[src/rtl/alu_issue_ctrl.sv]
// alu_issue_ctrl
//   Issue/retire controller for a small external ALU. Holds a 4 x N register
//   file (r0-r3) and a {V,C,N,Z} flags register, accepts one instruction at a
//   time and steps it through IDLE -> EXEC -> WB. LDI and illegal opcodes skip
//   EXEC and retire directly from WB.
//
//   Optional feature: define ALU_CARRY_CHAIN_EN to drive alu_cin from the
//   architectural C flag during EXEC of ADD (op 0). Undefined: alu_cin = 0.
//
// Ports
//   clk, rst_n                 clock, asynchronous active-low reset
//   instr_valid / instr_ready  instruction handshake (ready only in IDLE)
//   instr_op[4:0]              0 ADD, 1 SUB, 2-14 ALU ops, 31 LDI, 15-30 illegal
//   instr_rd/rs1/rs2[1:0]      destination / source register indices
//   instr_imm[N-1:0]           LDI immediate
//   alu_op, alu_a, alu_b, alu_cin   operands to the external ALU (valid in EXEC)
//   alu_res, alu_v/c/n/z       result and flags returned by the ALU
//   done, err                  one-cycle retire pulse; err marks an illegal op
//   flags[3:0]                 architectural flags {V,C,N,Z}
//   dbg_addr / dbg_data        combinational register file read port
module alu_issue_ctrl #(
  parameter int N = 8
) (
  input  logic         clk,
  input  logic         rst_n,
  input  logic         instr_valid,
  output logic         instr_ready,
  input  logic [4:0]   instr_op,
  input  logic [1:0]   instr_rd,
  input  logic [1:0]   instr_rs1,
  input  logic [1:0]   instr_rs2,
  input  logic [N-1:0] instr_imm,
  output logic [4:0]   alu_op,
  output logic [N-1:0] alu_a,
  output logic [N-1:0] alu_b,
  output logic         alu_cin,
  input  logic [N-1:0] alu_res,
  input  logic         alu_v,
  input  logic         alu_c,
  input  logic         alu_n,
  input  logic         alu_z,
  output logic         done,
  output logic         err,
  output logic [3:0]   flags,
  input  logic [1:0]   dbg_addr,
  output logic [N-1:0] dbg_data
);

  localparam logic [4:0] OP_ADD     = 5'd0;
  localparam logic [4:0] OP_SUB     = 5'd1;
  localparam logic [4:0] OP_ALU_MAX = 5'd14;
  localparam logic [4:0] OP_LDI     = 5'd31;

  typedef enum logic [1:0] {
    IDLE = 2'd0,
    EXEC = 2'd1,
    WB   = 2'd2
  } state_t;

  state_t       state_reg;
  logic [N-1:0] rf_reg [4];
  logic [3:0]   flags_reg;

  // Instruction fields latched at acceptance
  logic [4:0]   op_reg;
  logic [1:0]   rd_reg;
  logic [N-1:0] imm_reg;

  // ALU results captured at the end of EXEC
  logic [N-1:0] res_reg;
  logic [3:0]   res_flags_reg;

  logic [4:0]   alu_op_reg;
  logic [N-1:0] alu_a_reg;
  logic [N-1:0] alu_b_reg;
  logic         alu_cin_reg;
  logic         done_reg;
  logic         err_reg;

  always_ff @(posedge clk or negedge rst_n) begin
    if (!rst_n) begin
      state_reg     <= IDLE;
      for (int i = 0; i < 4; i++) rf_reg[i] <= '0;
      flags_reg     <= 4'd0;
      op_reg        <= 5'd0;
      rd_reg        <= 2'd0;
      imm_reg       <= '0;
      res_reg       <= '0;
      res_flags_reg <= 4'd0;
      alu_op_reg    <= 5'd0;
      alu_a_reg     <= '0;
      alu_b_reg     <= '0;
      alu_cin_reg   <= 1'b0;
      done_reg      <= 1'b0;
      err_reg       <= 1'b0;
    end else begin
      done_reg <= 1'b0;
      err_reg  <= 1'b0;
      case (state_reg)
        IDLE: begin
          if (instr_valid) begin
            op_reg  <= instr_op;
            rd_reg  <= instr_rd;
            imm_reg <= instr_imm;
            if (instr_op <= OP_ALU_MAX) begin
              // Operands are sampled here, so rd == rs1/rs2 sees the old value
              state_reg  <= EXEC;
              alu_op_reg <= instr_op;
              alu_a_reg  <= rf_reg[instr_rs1];
              alu_b_reg  <= rf_reg[instr_rs2];
`ifdef ALU_CARRY_CHAIN_EN
              // Flags cannot change before EXEC, so sampling C now is exact
              alu_cin_reg <= (instr_op == OP_ADD) && flags_reg[2];
`else
              alu_cin_reg <= 1'b0;
`endif
            end else begin
              state_reg <= WB;
              done_reg  <= 1'b1;
              err_reg   <= (instr_op != OP_LDI);
            end
          end
        end
        EXEC: begin
          res_reg       <= alu_res;
          res_flags_reg <= {alu_v, alu_c, alu_n, alu_z};
          alu_op_reg    <= 5'd0;
          alu_a_reg     <= '0;
          alu_b_reg     <= '0;
          alu_cin_reg   <= 1'b0;
          done_reg      <= 1'b1;
          state_reg     <= WB;
        end
        WB: begin
          state_reg <= IDLE;
          if (op_reg <= OP_ALU_MAX) begin
            rf_reg[rd_reg] <= res_reg;
            if (op_reg == OP_ADD || op_reg == OP_SUB) flags_reg <= res_flags_reg;
          end else if (op_reg == OP_LDI) begin
            rf_reg[rd_reg] <= imm_reg;
          end
        end
        default: state_reg <= IDLE;
      endcase
    end
  end

  // Ready is gated by rst_n so it reads 0 for the whole reset interval
  assign instr_ready = rst_n && (state_reg == IDLE);
  assign alu_op      = alu_op_reg;
  assign alu_a       = alu_a_reg;
  assign alu_b       = alu_b_reg;
  assign alu_cin     = alu_cin_reg;
  assign done        = done_reg;
  assign err         = err_reg;
  assign flags       = flags_reg;
  assign dbg_data    = rf_reg[dbg_addr];

endmodule

[config.mk]
export PLATFORM = sky130hd
export DESIGN_NAME = alu_issue_ctrl
export DESIGN_NICKNAME = d
export VERILOG_FILES = /design/src/rtl/alu_issue_ctrl.sv
export SDC_FILE = /design/constraint.sdc
export NUM_CORES = 1
export LEC_CHECK = 0
export ABC_AREA = 1
export BUFFER_PORTS_ARGS = -buffer_cell sky130_fd_sc_hd__buf_2
export CAP_MARGIN = 25
export CORE_MARGIN = 2
export CORE_UTILIZATION = 56
export CTS_CLUSTER_DIAMETER = 80
export CTS_CLUSTER_SIZE = 8
export DETAILED_ROUTE_END_ITERATION = 8
export PLACE_DENSITY = 0.77
export SYNTH_ARGS = -nofsm -noshare
export SYNTH_HDL_FRONTEND = slang
export SYNTH_SLANG_ARGS = --single-unit
export TNS_END_PERCENT = 100
[constraint.sdc]
create_clock -name clk -period 1.7 [get_ports clk]
set_input_delay 0.255 -clock clk [delete_from_list [all_inputs] [get_ports clk]]
set_output_delay 0.255 -clock clk [all_outputs]
set_load 0.01 [all_outputs]
==> reports/metrics.cfg, run 1 <==
[global_route]
grt_pass1_vias = 3625
antenna_found_initial = 0
grt_first_pass_wirelength_mm = 17.50
grt_usage = 0.2607
overflow = 0
grt_start_max_net_pins = 89

[yosys]
synth_edf_count = 0
yosysTopAreaCellShare = 0.5075
ys_seq_area_frac = 0.5075
synth_cell_types = 28
syn_area_um2 = 4339
synth.avg_cell_area_um2 = 8.508
synthTopCellsByArea = dfrtp_1 51%, nand2_1 9.8%, nand3_1 8.9%
yosys-top-cells-count = 113 x nand2_1, 88 x dfrtp_1, 77 x nand3_1, 60 x o21ai_0, 45 x a21oi_1
ys_warn_count = 0
ys_seq_elements = 88
synth_top_cell_by_area = dfrtp_1
ys.flop_type = dfrtp_1
async_reset_ff_frac = 1.000
post-synth-top-count-cell = nand2_1
syn_inst = 510
syn-num-nets = 546

[cells_and_area]
layout.nets = 620
area_growth_pct = 16.32
antenna_cells = 0
finalNonFillerCells = 690
largest_reg_flops = 32
drive_gt1_frac = 0.2262

[min_path]
min_to = res_reg[7]
hp-class = in2reg
min_path_cells = 2
min_from = alu_res[7]

[die]
start_util = 0.5704
ioPinCount = 73
fp-row-count = 32
die-area_um2 = 8469
chipWidth_um = 92.03
die_h_um = 92.03
core-area_um2 = 7607

[critical_path]
timing.rr.start = state_reg[0]
crit_path_start_kind = flip-flop
reg2reg_depth = 5
worstSetupEndpointType = primary output
worst_ep_required_time_ps = 1440
worstPathArrival_ps = 1370
startpoint = rf_reg[23]
r2r_slack_ps = 210
r2r-end = alu_b[1]
critical_path_class = reg2out
path_max_fanout = 4

[sta]
fmax_mhz = 613.7
fin_skew_ps = 8.809
whs_ps = 115.9
layout_setup_ws_ps = 70.60
report.final.slew_viol_count = 0
rsz0062_at_grt = no
fin_crit_ps = 1629
setup_viol = 0
hold_viol = 0
period_share = 0.9585
tns_ps = 0

[drt]
wl_mm = 10.15
drtPass1Iterations = 5
drc = 0
drt_iter0_markers = 318
postRouteAntennaNets = 0
post_drt_wl_per_cell_um = 14.71
num_vias = 3816
viasPerCell = 5.530

[clock_network]
clk_pin_slew_ps = 90
post_cts_buffers = 0
cts_buffer_depth = 2
cts_buffers = 9
clk_latency_ps = 350
cts_tree = yes
cts_root_buf = clkbuf_8
cts.htree.levels = 3
clkSinkCount = 88

[placed_design]
routabilityCongestion = 0.8800
dpl.cell_count = 673
portBuffers = 71
place_hpwl_mm = 7.286
pre_cts_slack_ps = 18.83

[flow_run]
drv_cap = 0

[pwr]
switching_share = 0.3707
leakage_nw = 2.586
seqPwrFrac = 0.474
intPower_mw = 4.468
p_switching_mw = 2.633
vdd_drop_max_mv = 0.9152
clkPwrFrac = 0.218
combPwrFrac = 0.308
pwr_density_cell_nw_per_um2 = 1407

[run_status]
status = finished clean

## power groups by stage
| stage | sequential, mW | combinational, mW | clock (mW) |
|---|---|---|---|
| 5_1_grt | 3.46 | 2.50 | 1.65 |
| 2_1_floorplan | 3.30 | 1.39 | 0 |
| 3_5_place_dp | 3.39 | 2.15 | 0 |
| 3_3_place_gp | 3.35 | 2.09 | 0 |
| 4_1_cts | 3.35 | 2.17 | 1.57 |
| 6_report | 3.37 | 2.19 | 1.54 |
## stage by stage
| step | area, µm² | util | total power, mW |
|---|---|---|---|
| finish | 5047 | 0.6635 | 7.101 |
| global route | 5047 | 0.6635 | 7.614 |
| CTS | 5027 | 0.6609 | 7.081 |
| detailed placement | 4808 | 0.6321 | 5.539 |
| global placement | 4808 | 0.6321 | 5.433 |
| floorplan | 4339 | - | 4.692 |
## how the worst max path moves through the flow
| stage | endpoint | slack [ps] | cells past startpoint |
|---|---|---|---|
| 6_report | dbg_data[7] | 70 | 3 |
| 5_1_grt | dbg_data[7] | 3 | 5 |
| 4_1_cts | dbg_data[4] | 20 | 6 |
| 3_5_place_dp | dbg_data[4] | 20 | 6 |
| 3_3_place_gp | dbg_data[4] | 60 | 6 |
| 2_1_floorplan | dbg_data[6] | 330 | 5 |
## worst max-delay path: stages (launching register included)
cell and delay [ps]:
dfrtp_1 410, o21ai_0 100, o21ai_0 320, buf_2 200
## routing by layer
layer	up-vias	routed length, µm	global-route usage
met3	18	525	0.02876
met1	1802	4612	0.3795
li1	1857	-	-
met4	0	226	0.1070
met5	-	0	0
met2	139	4785	0.4020
## timing repair
action,in CTS,in global routing
resized for setup,0,3
endpoints found under the hold margin,87,0
hold buffers,1,0
endpoints found under the setup margin,0,37
## cell type report
class	count	area, µm²
clock inverters	5	81.33
inverters	36	138.9
fillers	688	2560
flip-flops and latches	88	2202
well taps	102	127.6
repair buffers	86	485.5
clock buffers	10	127.6
multi-input cells	363	1884
## cell usage in the layout (no fill, tap or decap), types with 2 or more instances in the layout
master	count
a21oi_1	45
a21oi_4	2
buf_2	70
buf_4	14
bufinv_16	2
clkbuf_8	9
clkinvlp_4	2
dfrtp_1	88
inv_1	31
inv_2	3
mux2_1	9
mux2_2	11
nand2_1	113
nand2_2	2
nand2_4	3
nand3_1	77
nand3_2	4
nand4_1	5
nor2_1	20
nor2_2	4
nor2_4	3
o21ai_0	59
## logic make-up after synthesis
logic type / synth area share
muxes: 0.05190
and+or+nand+nor: 0.2477
buffers and inverters: 0.06200
DFF: 0.5075
AOI/OAI and AO/OA: 0.1301
other: 0.0008642
No activity file was read; power rests on OpenSTA's default activity.
==> inputs of run 2 (changes only) <==
--- a/config.mk
+++ b/config.mk
@@ -9,11 +9,12 @@
 export BUFFER_PORTS_ARGS = -buffer_cell sky130_fd_sc_hd__buf_2
 export CAP_MARGIN = 25
 export CORE_MARGIN = 2
-export CORE_UTILIZATION = 56
+export CORE_UTILIZATION = 58
+export CTS_BUF_LIST = sky130_fd_sc_hd__clkbuf_8
 export CTS_CLUSTER_DIAMETER = 80
 export CTS_CLUSTER_SIZE = 8
 export DETAILED_ROUTE_END_ITERATION = 8
-export PLACE_DENSITY = 0.77
+export PLACE_DENSITY = 0.8
 export SYNTH_ARGS = -nofsm -noshare
 export SYNTH_HDL_FRONTEND = slang
 export SYNTH_SLANG_ARGS = --single-unit
==> run 2 against run 1 <==
Utilization up 3.2 points. Count of clock-buffer cells in the layout grew 1. Non-clock buffer count down 2. Global-route usage is 0.27 points higher. Largest cell class unchanged. Hold slack lost 3.3 ps. Routed wire length is 2.9% higher. Setup slack better by 23 ps. Register-to-register slack got worse by 40 ps. Critical path depth increased by 2. Largest power group unchanged. First-iteration DRC count fell by 0.94%.
==> reports/metrics.cfg, run 2 (synthesis results as in run 1) <==
[cells_and_area]
design_area_um2 = 5042
largest_reg_flops = 32
fillers = 632
antenna_cells = 0
area_growth_pct = 16.21
finalNonFillerCells = 686
drive_gt1_frac = 0.2249
mostFrequentLayoutCell = nand2_1
layout.nets = 618
final_cell_mix = 113 x nand2_1, 88 x dfrtp_1, 77 x nand3_1
utilization = 0.6952

[critical_path]
cpPeakStageDelay_ps = 380
timing.rr.start = state_reg[0]
r2r_slack_ps = 170
r2r-end = alu_b[1]
crit_chain = inv_1 > a21oi_1 > o21ai_0 > o21ai_1 > buf_2
worst_ep_required_time_ps = 1440
worstSetupEndpointType = primary output
worstPathArrival_ps = 1350
cpMaxStageDelayCell = dfrtp_1
crit_path_start_kind = flip-flop
reg2reg_depth = 5
critical_path_class = reg2out
path_max_fanout = 3

[die]
chipWidth_um = 90.50
die-area_um2 = 8189
fp-row-count = 31
die_h_um = 90.50
start_util = 0.5982
ioPinCount = 73
core-area_um2 = 7253

[clock_network]
cts_buffer_depth = 2
clk_pin_slew_ps = 90
cts.htree.levels = 3
cts_root_buf = clkbuf_8
cts_tree = yes
cts_buffers = 9
clkSinkCount = 88
clk_latency_ps = 350

[drt]
post_drt_wl_per_cell_um = 15.22
num_vias = 3868
drc = 0
viasPerCell = 5.638
drtPass1Iterations = 6
postRouteAntennaNets = 0
wl_mm = 10.44
drt_iter0_markers = 315

[global_route]
grt_pass1_vias = 3582
antenna_found_initial = 0
grt_first_pass_wirelength_mm = 17.49
overflow = 0
grt_usage = 0.2635
grt_start_max_net_pins = 89

[placed_design]
dpl.cell_count = 668
portBuffers = 71
routabilityCongestion = 0.8631
place_hpwl_mm = 7.358
placed_cell_area_um2 = 4802

[pwr]
vdd_drop_max_mv = 0.9090
pwr_density_cell_nw_per_um2 = 1414
combPwrFrac = 0.308
p_switching_mw = 2.717
clkPwrFrac = 0.216
intPower_mw = 4.414
leakage_nw = 2.588
seqPwrFrac = 0.476
switching_share = 0.3810

[sta]
fin_crit_ps = 1606
rsz0062_at_grt = yes
whs_ps = 112.6
period_share = 0.9448
setup_viol = 0
hold_viol = 0
fin_skew_ps = 10.82
fmax_mhz = 622.6
report.final.slew_viol_count = 0

[min_path]
min_from = alu_res[5]
min_to = res_reg[5]
hp-class = in2reg
min_path_cells = 2

[flow_run]
drv_cap = 0

[run_status]
status = finished clean

## run 2: cell count changes in the layout (fill, tap and decap cells not counted)
cell | before | now
o21ai_0 | 59 | 55
o21ai_1 | 1 | 5
buf_4 | 14 | 11
clkbuf_8 | 9 | 11
buf_12 | 1 | 2
bufinv_16 | 2 | 1
clkbuf_1 | 1 | 0
clkinv_2 | 1 | 0
clkinv_4 | 0 | 1
inv_1 | 31 | 32
## run 2: worst max-delay path by stage
stage	startpoint	endpoint	slack, ps	cells after the start
2_1_floorplan	dbg_addr[0]	dbg_data[6]	330	5
4_1_cts	op_reg[2]	rf_reg[24]	7	6
3_3_place_gp	op_reg[3]	rf_reg[12]	120	6
5_1_grt	dbg_addr[0]	dbg_data[2]	-8	6
6_report	rf_reg[15]	dbg_data[7]	90	5
3_5_place_dp	op_reg[3]	rf_reg[22]	50	6
## run 2: power groups by stage
stage                     registers, mW  clock network (mW)  logic (mW)
after floorplan                    3.30                   0        1.39
after global placement             3.36                   0        2.08
after detailed placement           3.40                   0        2.16
after CTS                          3.36                1.56        2.18
after global routing               3.46                1.66        2.49
final                              3.39                1.54        2.20
## run 2: cell type report
type	instances	area, µm²	share of cell area
flip-flops and latches	88	2202	0.4367
multi-input cells	363	1884	0.3737
repair buffers	84	483.0	0.09578
clock buffers	11	151.4	0.03002
inverters	36	135.1	0.02680
well taps	99	123.9	0.02457
clock inverters	5	62.56	0.01241
## run 2: timing repair
item                                   in CTS  in global routing
setup endpoints to repair                   1                 35
hold buffers                                1                  0
resized for setup                           0                  6
pin swaps                                   1                  1
setup buffers                               0                  0
endpoints found under the hold margin      88                  0
gates cloned                                0                  1
## run 2: worst max-delay path: cells and delay by family (launching register included)
family | cells | cell delay (ps)
flops | 1 | 380
compound gates | 3 | 370
buf+inv | 2 | 250
## run 2: through the flow
stage	TNS [ps]	worst slack [ps]	total power, mW
after detailed placement	0	49.38	5.553
after floorplan	0	329.9	4.692
after global placement	0	116.4	5.444
final	0	93.80	7.132
after CTS	0	6.642	7.094
after global routing	-7.951	-7.951	7.613
## run 2: metal layers
metal / GRT usage / wire, µm / share of wire / vias up
met5: 0 / 0 / 0 / -
met4: 0.07051 / 97 / 0.0093 / 0
met3: 0.04257 / 560 / 0.054 / 11
met2: 0.4129 / 4970 / 0.48 / 161
met1: 0.3842 / 4815 / 0.46 / 1837
li1: - / - / - / 1859
